### src/rtl/mult_seq_pkg.sv
// Shared types and constants for the digit-serial multiplier sequencer.
package mult_seq_pkg;

  localparam int DIGIT_W = 4;

  typedef enum logic [1:0] {
    IDLE = 2'd0,
    CALC = 2'd1,
    DONE = 2'd2
  } state_t;

  // One core step per digit pair: (W/4)^2 steps in total.
  function automatic int steps_for(input int w);
    return (w / DIGIT_W) * (w / DIGIT_W);
  endfunction

endpackage

### src/rtl/multiplier.sv
// 4x4 unsigned multiplier core: four shifted partial-product rows reduced by addition.
module multiplier (
  input  logic [3:0] A,
  input  logic [3:0] B,
  output logic [7:0] PRODUCT,
  output logic       cout
);

  logic [8:0] pp0, pp1, pp2, pp3;
  logic [8:0] sum;

  always_comb begin
    pp0 = {5'd0, A & {4{B[0]}}};
    pp1 = {4'd0, A & {4{B[1]}}, 1'b0};
    pp2 = {3'd0, A & {4{B[2]}}, 2'b0};
    pp3 = {2'd0, A & {4{B[3]}}, 3'b0};
    sum = (pp0 + pp1) + (pp2 + pp3);
  end

  // A 4x4 product fits in 8 bits, so cout is always 0.
  assign PRODUCT = sum[7:0];
  assign cout    = sum[8];

endmodule

### src/rtl/mult_seq_ctrl.sv
// W x W unsigned multiplier built by time-sharing one 4x4 core over (W/4)^2 cycles.
// Handshake: a transfer happens on a rising edge where valid and ready are both high.
module mult_seq_ctrl
  import mult_seq_pkg::*;
#(
  parameter int W = 8
) (
  input  logic           clk,
  input  logic           rst_n,
  input  logic           in_valid,
  output logic           in_ready,
  input  logic [W-1:0]   A,
  input  logic [W-1:0]   B,
  output logic           out_valid,
  input  logic           out_ready,
  output logic [2*W-1:0] PRODUCT,
  output logic           busy
);

  localparam int N      = W / DIGIT_W;
  localparam int STEPS  = steps_for(W);
  localparam int STEP_W = (STEPS > 1) ? $clog2(STEPS) : 1;
  localparam int AW     = 2 * W;

  state_t              state_q, state_d;
  logic [W-1:0]        a_q, a_d;
  logic [W-1:0]        b_q, b_d;
  logic [AW-1:0]       acc_q, acc_d;
  logic [STEP_W-1:0]   step_q, step_d;
  logic                in_ready_q, in_ready_d;
  logic                out_valid_q, out_valid_d;
  logic                busy_q, busy_d;

  int                  i_idx, j_idx;
  logic [DIGIT_W-1:0]  a_dig, b_dig;
  logic [7:0]          core_p;
  logic                core_cout;
  logic [AW-1:0]       pp_ext;
  logic [AW-1:0]       pp_shift;

  multiplier u_core (
    .A       (a_dig),
    .B       (b_dig),
    .PRODUCT (core_p),
    .cout    (core_cout)
  );

  always_comb begin
    i_idx    = int'(step_q) / N;
    j_idx    = int'(step_q) % N;
    a_dig    = a_q[DIGIT_W*i_idx +: DIGIT_W];
    b_dig    = b_q[DIGIT_W*j_idx +: DIGIT_W];
    // cout is folded in for completeness; it never carries a set bit.
    pp_ext   = AW'({core_cout, core_p});
    pp_shift = pp_ext << (DIGIT_W * (i_idx + j_idx));
  end

  always_comb begin
    state_d     = state_q;
    a_d         = a_q;
    b_d         = b_q;
    acc_d       = acc_q;
    step_d      = step_q;
    in_ready_d  = in_ready_q;
    out_valid_d = out_valid_q;
    busy_d      = busy_q;
    case (state_q)
      IDLE: begin
        if (in_valid) begin
          a_d        = A;
          b_d        = B;
          acc_d      = '0;
          step_d     = '0;
          state_d    = CALC;
          in_ready_d = 1'b0;
          busy_d     = 1'b1;
        end
      end
      CALC: begin
        acc_d  = acc_q + pp_shift;
        step_d = step_q + STEP_W'(1);
        if (step_q == STEP_W'(STEPS - 1)) begin
          step_d      = '0;
          state_d     = DONE;
          out_valid_d = 1'b1;
        end
      end
      DONE: begin
        // Result is held here under any length of backpressure; no new accept until IDLE.
        if (out_ready) begin
          state_d     = IDLE;
          out_valid_d = 1'b0;
          in_ready_d  = 1'b1;
          busy_d      = 1'b0;
        end
      end
      default: begin
        state_d     = IDLE;
        in_ready_d  = 1'b1;
        out_valid_d = 1'b0;
        busy_d      = 1'b0;
      end
    endcase
  end

  always_ff @(posedge clk or negedge rst_n) begin
    if (!rst_n) begin
      state_q     <= IDLE;
      a_q         <= '0;
      b_q         <= '0;
      acc_q       <= '0;
      step_q      <= '0;
      in_ready_q  <= 1'b1;
      out_valid_q <= 1'b0;
      busy_q      <= 1'b0;
    end else begin
      state_q     <= state_d;
      a_q         <= a_d;
      b_q         <= b_d;
      acc_q       <= acc_d;
      step_q      <= step_d;
      in_ready_q  <= in_ready_d;
      out_valid_q <= out_valid_d;
      busy_q      <= busy_d;
    end
  end

  assign in_ready  = in_ready_q;
  assign out_valid = out_valid_q;
  assign busy      = busy_q;
  assign PRODUCT   = acc_q;

endmodule
### config.mk
export PLATFORM = sky130hd
export DESIGN_NAME = mult_seq_ctrl
export DESIGN_NICKNAME = d
export VERILOG_FILES = /design/src/rtl/mult_seq_pkg.sv /design/src/rtl/multiplier.sv /design/src/rtl/mult_seq_ctrl.sv
export SDC_FILE = /design/constraint.sdc
export NUM_CORES = 1
export LEC_CHECK = 0
export ABC_CLOCK_PERIOD_IN_PS = 6150
export CAP_MARGIN = 5
export CELL_PAD_IN_SITES_DETAIL_PLACEMENT = 2
export CELL_PAD_IN_SITES_GLOBAL_PLACEMENT = 2
export CORE_AREA = 2 2 97 99
export CTS_BUF_LIST = sky130_fd_sc_hd__clkbuf_4 sky130_fd_sc_hd__clkbuf_8 sky130_fd_sc_hd__clkbuf_16
export DETAILED_ROUTE_END_ITERATION = 8
export DIE_AREA = 0 0 99 101
export PLACE_DENSITY = 0.77
export SYNTH_ARGS = -nofsm -noshare
export SYNTH_HDL_FRONTEND = slang
export SYNTH_SLANG_ARGS = --single-unit
export TNS_END_PERCENT = 50
### constraint.sdc
create_clock -name clk -period 6.15 [get_ports clk]
set_input_delay 1.23 -clock clk [delete_from_list [all_inputs] [get_ports clk]]
set_output_delay 1.23 -clock clk [all_outputs]
set_load 0.005 [all_outputs]
==> key figures, run 1 <==
Outcome
  • Outcome: complete, no violations

Pwr
  • VDD IR-drop max: 0.1590 mV
  • P_leak: 0.001721 uW
  • PD cells: between 600 and 700 nW/um^2

Synth
  • Asr flop ratio synth: between 90% and 100%
  • Syn nets: about 400
  • Seq/Total Area, Yosys: 32.98%
  • Post-synth EDFFs: 0
  • Largest area contributor in the synthesized netlist: dfrtp_1
  • Main flop type after synthesis: dfrtp_1
  • Seq cells post-synth: 39
  • Mapped Cells: between 300 and 400
  • Top-area cell type share of the netlist area: around 32%
  • Yosys Warn Count: 0
  • Distinct cells, synth: 51
  • Syn_area_per_cell: 8.563 sq um
  • Post-synthesis cell area: roughly 3000 sq um
  • Synth area leaders: dfrtp_1, ha_1, nand2_1

Routing
  • First drt pass iteration count: 4
  • Vias: 2,613
  • Final WL: 8.610 mm
  • Avg WL per Cell: 17.50 um
  • DRC: 0
  • Initial drt markers: 53
  • Vias per cell: approximately 5.3
  • DRT antenna net count: 0

Layout
  • Most common cell after layout, fill and taps aside: nand2_1
  • Most frequent cells in the layout: nand2_1, dfrtp_1, clkdlybuf4s50_1, nor2_1, ha_1
  • Fin nets: 430
  • Ant diodes: 0
  • Final instance area: 3576 sq um
  • Fraction of layout cells with a size suffix above 1: 6.562%
  • Post-layout util: 39.83%
  • Layout Area Growth over Synthesis: 20.69%

Floorplan
  • Core Area: 8977 sq um
  • Die area: 9999 sq um
  • I/O pins: 39
  • Die Wd: 99 um
  • Starting Density: 33.00%
  • Die height: 101 um
  • Site Rows: 35

Global route
  • Vias in the first global route: between 2k and 3k
  • Largest net degree at the start of global routing: 40
  • Grt ovf: 0
  • First-pass GRT wire length: 14.70 mm
  • Gr usage total: 18.46%
  • Initial antenna violation count: 0

CTS
  • Post_cts resized: 0
  • Clock latency on the worst-skew pair: 0.30 ns
  • Longest Clk Path Bufs: 2
  • # clock sinks: 39
  • CTS tree: done
  • Post-CTS Hold Fix Bufs: 0
  • Clk pin slew, worst setup/hold paths: 0.09 ns
  • CTS H-tree depth: 2
  • CTS Buf Count: 5
  • Root buffer cell: clkbuf_8
  • Post-CTS Setup Inserts: 0

Timing
  • Crit path time final: roughly 5.3 ns
  • Setup Skew: 0.009017 ns
  • Final hold vios: 0
  • Fmax: 0.1872 GHz
  • Fin. max-slew vios: 0
  • Measured slew at the worst slew-check pin: 0.9282 ns
  • Period utilization: between 80% and 90%
  • Setup TNS: 0 ns
  • Worst slew margin: 38.12%
  • Setup-failing EPs final: 0
  • Unrepaired setup endpoints after global routing: no

Critical path
  • Reg-to-reg startpoint: step_q[1]
  • Worst R2R Path Depth: 20
  • Crit start category: flop
  • Arrival @ worst endpoint: 5.57 ns
  • R2r setup slk: 0.81 ns
  • End of the critical path: PRODUCT[15]
  • Critical path type: flop to flop
  • Worst EP required: 6.38 ns
  • Critical Path Fanout Max: 6
  • Critical Path Sink Type: flop
  • Reg2reg end: PRODUCT[15]
  • CP Launch Point: step_q[1]

Place
  • Placed cell areas: 3436 sq um
  • I/O Buffers: 38
  • GP Congestion: between 0.7 and 0.8
  • Dpl hpwl: 6.766 mm

Run
  • Max-cap violations: 0

Min path
  • HP Class: flop to flop
  • Hold Crit Start: a_q[2]
-- worst max-delay path: stages, from the launching register on --
cell and delay, ns:
dfrtp_1 0.56, mux2i_1 0.47, nor2_1 0.10, ha_1 0.23, fa_1 0.46, ha_1 0.25
fa_1 0.42, a21o_1 0.18, a21oi_1 0.21, xnor2_1 0.16, xnor2_1 0.15, nor2_1 0.06
a21oi_1 0.18, nor2_1 0.06, ha_1 0.36, a2111o_1 0.42, o22a_1 0.26, a21bo_1 0.21
a31o_1 0.21, and2_4 0.16, o211ai_2 0.15
-- area by class of cell --
| cell class | instances | area (sq um) |
|---|---|---|
| Timing Repair Buffer | 41 | 397.9 |
| Inverter | 9 | 33.78 |
| Clock buffer | 5 | 68.82 |
| Clock inverter | 3 | 71.32 |
| Multi-Input combinational cell | 284 | 1888 |
| Fill cell | 1020 | 5401 |
| Tap cell | 111 | 138.9 |
| Sequential cell | 39 | 977.2 |
-- metrics by stage --
step                setup slack (ns)  total power [uW]  hold slack, ns  instances
finish                        0.8089              2396          0.4840        492
global route                  0.3811              2651          0.5198        492
CTS                           0.7644              2442          0.4910        492
detailed placement            0.8902              2142          0.4674        484
global placement               1.014              2040          0.4570        484
floorplan                      1.412              1641          0.4450        346
-- per-layer routing --
metal | vias to the layer above | share of wire, % | track usage (%)
met5 | - | 0 | 0
met4 | 0 | 1.9 | 4.426
met3 | 15 | 2.6 | 2.774
met2 | 42 | 53 | 35.81
met1 | 1285 | 42 | 21.10
li1 | 1271 | - | -
-- logic make-up (layout without fill, tap and decap cells) --
kind of cell / count (synthesis) / after routing / synth area share (%)
compound gates: 88 / 88 / 19.47
flops: 39 / 39 / 32.98
fa+ha+maj: 30 / 30 / 13.68
mux: 10 / 10 / 4.265
simple gates: 137 / 137 / 20.69
xor+xnor: 19 / 19 / 5.617
buf+inv: 23 / 58 / 3.294
-- registers in the layout (all words and copies together), names as in the netlist --
| signal | cells |
|---|---|
| PRODUCT | 16 |
| out_valid | 1 |
| in_ready | 1 |
| a_q | 8 |
| step_q | 2 |
| state_q | 2 |
| b_q | 8 |
| busy | 1 |
-- synth_stat cells (2+ instances only) --
| cell type | instances |
|---|---|
| a22o_1 | 2 |
| a21oi_1 | 20 |
| nand2_1 | 67 |
| ha_1 | 26 |
| and3_1 | 2 |
| xnor2_1 | 12 |
| o21a_1 | 5 |
| o21ai_1 | 2 |
| o21ai_0 | 25 |
| o22a_1 | 2 |
| nand2b_1 | 3 |
| or2_2 | 3 |
| nand3_1 | 17 |
| inv_1 | 9 |
| a21o_1 | 9 |
| mux2i_4 | 2 |
| fa_1 | 4 |
| dfrtp_1 | 38 |
| and2_1 | 4 |
| o211ai_2 | 2 |
| nor2_1 | 26 |
| a211oi_1 | 6 |
| xor2_1 | 7 |
| clkbuf_1 | 11 |
| nor2b_1 | 7 |
| mux2i_1 | 7 |
| a31oi_1 | 2 |
| nor3_1 | 3 |
-- report_power, final --
part           internal (uW)  switching [uW]
Combinational            691             947
Clock                    165             106
Sequential               377             110
-- worst min-delay path by stage --
| stage | slack (ns) | cells past startpoint | endpoint |
|---|---|---|---|
| 6_report | 0.48 | 2 | a_q[2] |
| 5_1_grt | 0.52 | 2 | a_q[6] |
| 4_1_cts | 0.49 | 2 | a_q[2] |
| 3_5_place_dp | 0.47 | 2 | a_q[2] |
| 3_3_place_gp | 0.46 | 2 | a_q[5] |
| 2_1_floorplan | 0.44 | 2 | a_q[0] |
Power figures use the tool's default switching activity.
==> run 2, diff against run 1 <==
Settings changed: CTS_CLUSTER_SIZE set to 25, SLEW_MARGIN set to 40.
==> run 2 against run 1 <==
Against the previous run: register-to-register slack improved by 0.02 ns; critical path depth decreased by 1; sequential share of layout area about the same; via count decreased by 0.38%.
==> key figures, run 2 (synthesis results as in run 1) <==
Timing
  • Unrepaired setup endpoints after global routing: no
  • Fin. max-slew vios: 0 (unchanged)
  • Setup TNS: 0 ns (unchanged)
  • Setup-failing EPs final: 0 (unchanged)
  • Final hold vios: 0 (unchanged)
  • Period utilization: 86.60% (-0.25 points)
  • Fmax: 0.1878 GHz (+0.29%)
  • Measured slew at the worst slew-check pin: 0.5301 ns (-0.3982 ns)
  • Final WS setup: 0.8243 ns (+0.01541 ns)
  • Hold Slack: 0.4825 ns (-0.001556 ns)
  • Worst slew margin: 64.66% (+27 points)
  • Setup Skew: 0.009476 ns (+0.0004598 ns)
  • Crit path time final: 5.326 ns (-0.01541 ns)

Layout
  • Multi-input logic area: 1891 sq um (+0.13%)
  • Most frequent cells in the layout: nand2_1, dfrtp_1, clkdlybuf4s50_1, nor2_1
  • Fin nets: 430 (unchanged)
  • Non-Filler Instances: 492 (unchanged)
  • Number of flip-flops in the largest register: 16 (unchanged)
  • FF/Latch Area: 977.2 sq um (unchanged)
  • Fraction of layout cells with a size suffix above 1: 6.824% (+0.26 points)
  • Ant diodes: 0 (unchanged)
  • Layout Area Growth over Synthesis: 20.86%
  • Post-layout util: 39.89% (+0.056 points)
  • Layout filler cell count: 1,019 (-0.098%)
  • Most common cell after layout, fill and taps aside: nand2_1

Global route
  • Largest net degree at the start of global routing: 40 (unchanged)
  • Met2 usage: 35.81% (unchanged)
  • Grt ovf: 0 (unchanged)
  • GRT busiest layer: met2
  • Vias in the first global route: 2,947 (unchanged)
  • M1 GR Usage: 21.10% (unchanged)
  • Initial antenna violation count: 0 (unchanged)
  • Gr usage total: 18.46% (unchanged)
  • Met3 Use GR: 2.774% (unchanged)
  • First-pass GRT wire length: 14.70 mm (unchanged)

CTS
  • Post-CTS Hold Fix Bufs: 0 (unchanged)
  • Post-CTS Setup Inserts: 0 (unchanged)
  • CTS Buf Count: 5 (unchanged)
  • Post_cts resized: 0 (unchanged)
  • Clk pin slew, worst setup/hold paths: 0.09 ns (about the same)
  • Root buffer cell: clkbuf_8
  • # clock sinks: 39 (unchanged)
  • CTS H-tree depth: 2 (unchanged)
  • CTS tree: done
  • Longest Clk Path Bufs: 2 (unchanged)
  • Clock latency on the worst-skew pair: 0.30 ns (about the same)

Critical path
  • Critical Path Sink Type: flop
  • Arrival @ worst endpoint: 5.56 ns (about the same)
  • Crit start category: flop
  • Worst R2R Path Depth: 19 (-5.0%)
  • Critical Path Fanout Max: 6 (unchanged)
  • Worst EP required: 6.38 ns (about the same)
  • Critical path type: flop to flop

Floorplan
  • Core Area: 8977 sq um (unchanged)
  • I/O pins: 39 (unchanged)
  • Die height: 101 um (unchanged)
  • Site Rows: 35 (unchanged)
  • Starting Density: 33.00% (unchanged)
  • Die Wd: 99 um (unchanged)
  • Die area: 9999 sq um (unchanged)

Run
  • Max-cap violations: 0 (unchanged)

Min path
  • HP Class: flop to flop
  • Hold Path Stages: 2 (unchanged)

Outcome
  • Outcome: complete, no violations

Routing
  • DRT antenna net count: 0 (unchanged)
  • Initial drt markers: 46 (-13%)
  • Avg WL per Cell: 17.46 um (-0.22%)
  • Vias per cell: 5.291 (-0.38%)
  • Final WL: 8.591 mm (-0.22%)
  • First drt pass iteration count: 4 (unchanged)
  • DRC: 0 (unchanged)
  • Vias: 2,603 (-0.38%)

Place
  • GP Congestion: 0.7528 (unchanged)
  • Pre-CTS setup slack: 0.8902 ns (unchanged)
  • I/O Buffers: 38 (unchanged)
  • Dpl hpwl: 6.766 mm (about the same)
  • DP Cell Count: 484 (unchanged)

Pwr
  • VDD IR-drop max: 0.1589 mV (about the same)
  • P_leak: 0.001720 uW (about the same)
  • PD cells: 670.0 nW/um^2 (about the same)
run 2: cell type report:
type | instances | share of cell area (%)
Tap cell | 111 | 3.878
Multi-Input combinational cell | 284 | 52.80
Sequential cell | 39 | 27.29
Clock inverter | 3 | 1.992
Inverter | 9 | 0.9434
Timing Repair Buffer | 41 | 11.18
Clock buffer | 5 | 1.922
run 2: report_power, final:
| part | leakage [uW] | internal [uW] | switching, uW |
|---|---|---|---|
| clock network | 0.0000703 | 165 | 106 |
| logic | 0.00116 | 695 | 946 |
| registers | 0.000487 | 377 | 110 |
run 2: per-stage QoR:
step                area, sq um  total power [uW]
floorplan                  2963              1641
global placement           3436              2040
detailed placement         3438              2142
CTS                        3578              2442
global route               3581              2654
finish                     3581              2399
run 2: critical path, stage by stage (launching register included):
cell and delay (ns):
dfrtp_1 0.56, mux2i_1 0.46, nor2_1 0.10, ha_1 0.23
fa_1 0.46, ha_1 0.25, fa_1 0.42, a21o_1 0.18
a21oi_1 0.21, xnor2_1 0.12, xnor2_1 0.14, o21ai_0 0.29
ha_1 0.35, a21oi_1 0.29, o21ai_0 0.21, a21oi_1 0.21
a21bo_1 0.24, a31o_1 0.21, and2_4 0.16, o211ai_2 0.15
run 2: routing by layer:
metal  vias to the layer above  share of wire, %  wire length, um
met3                        14               2.7              232
li1                       1270                 -                -
met1                      1277                42             3614
met2                        42                53             4586
met5                         -                 0                0
met4                         0               1.8              157
run 2: path summary, 6_finish.rpt:
kind	start	to	slack [ns]
setup / recovery	step_q[1]	PRODUCT[15]	0.82
hold / removal	b_q[0]	b_q[0]	0.48
setup reg to reg	step_q[1]	PRODUCT[15]	0.82
hold reg to reg	b_q[0]	b_q[0]	0.48
max in group asynchronous	rst_n	in_ready	4.88
min in group asynchronous	rst_n	PRODUCT[6]	0.89
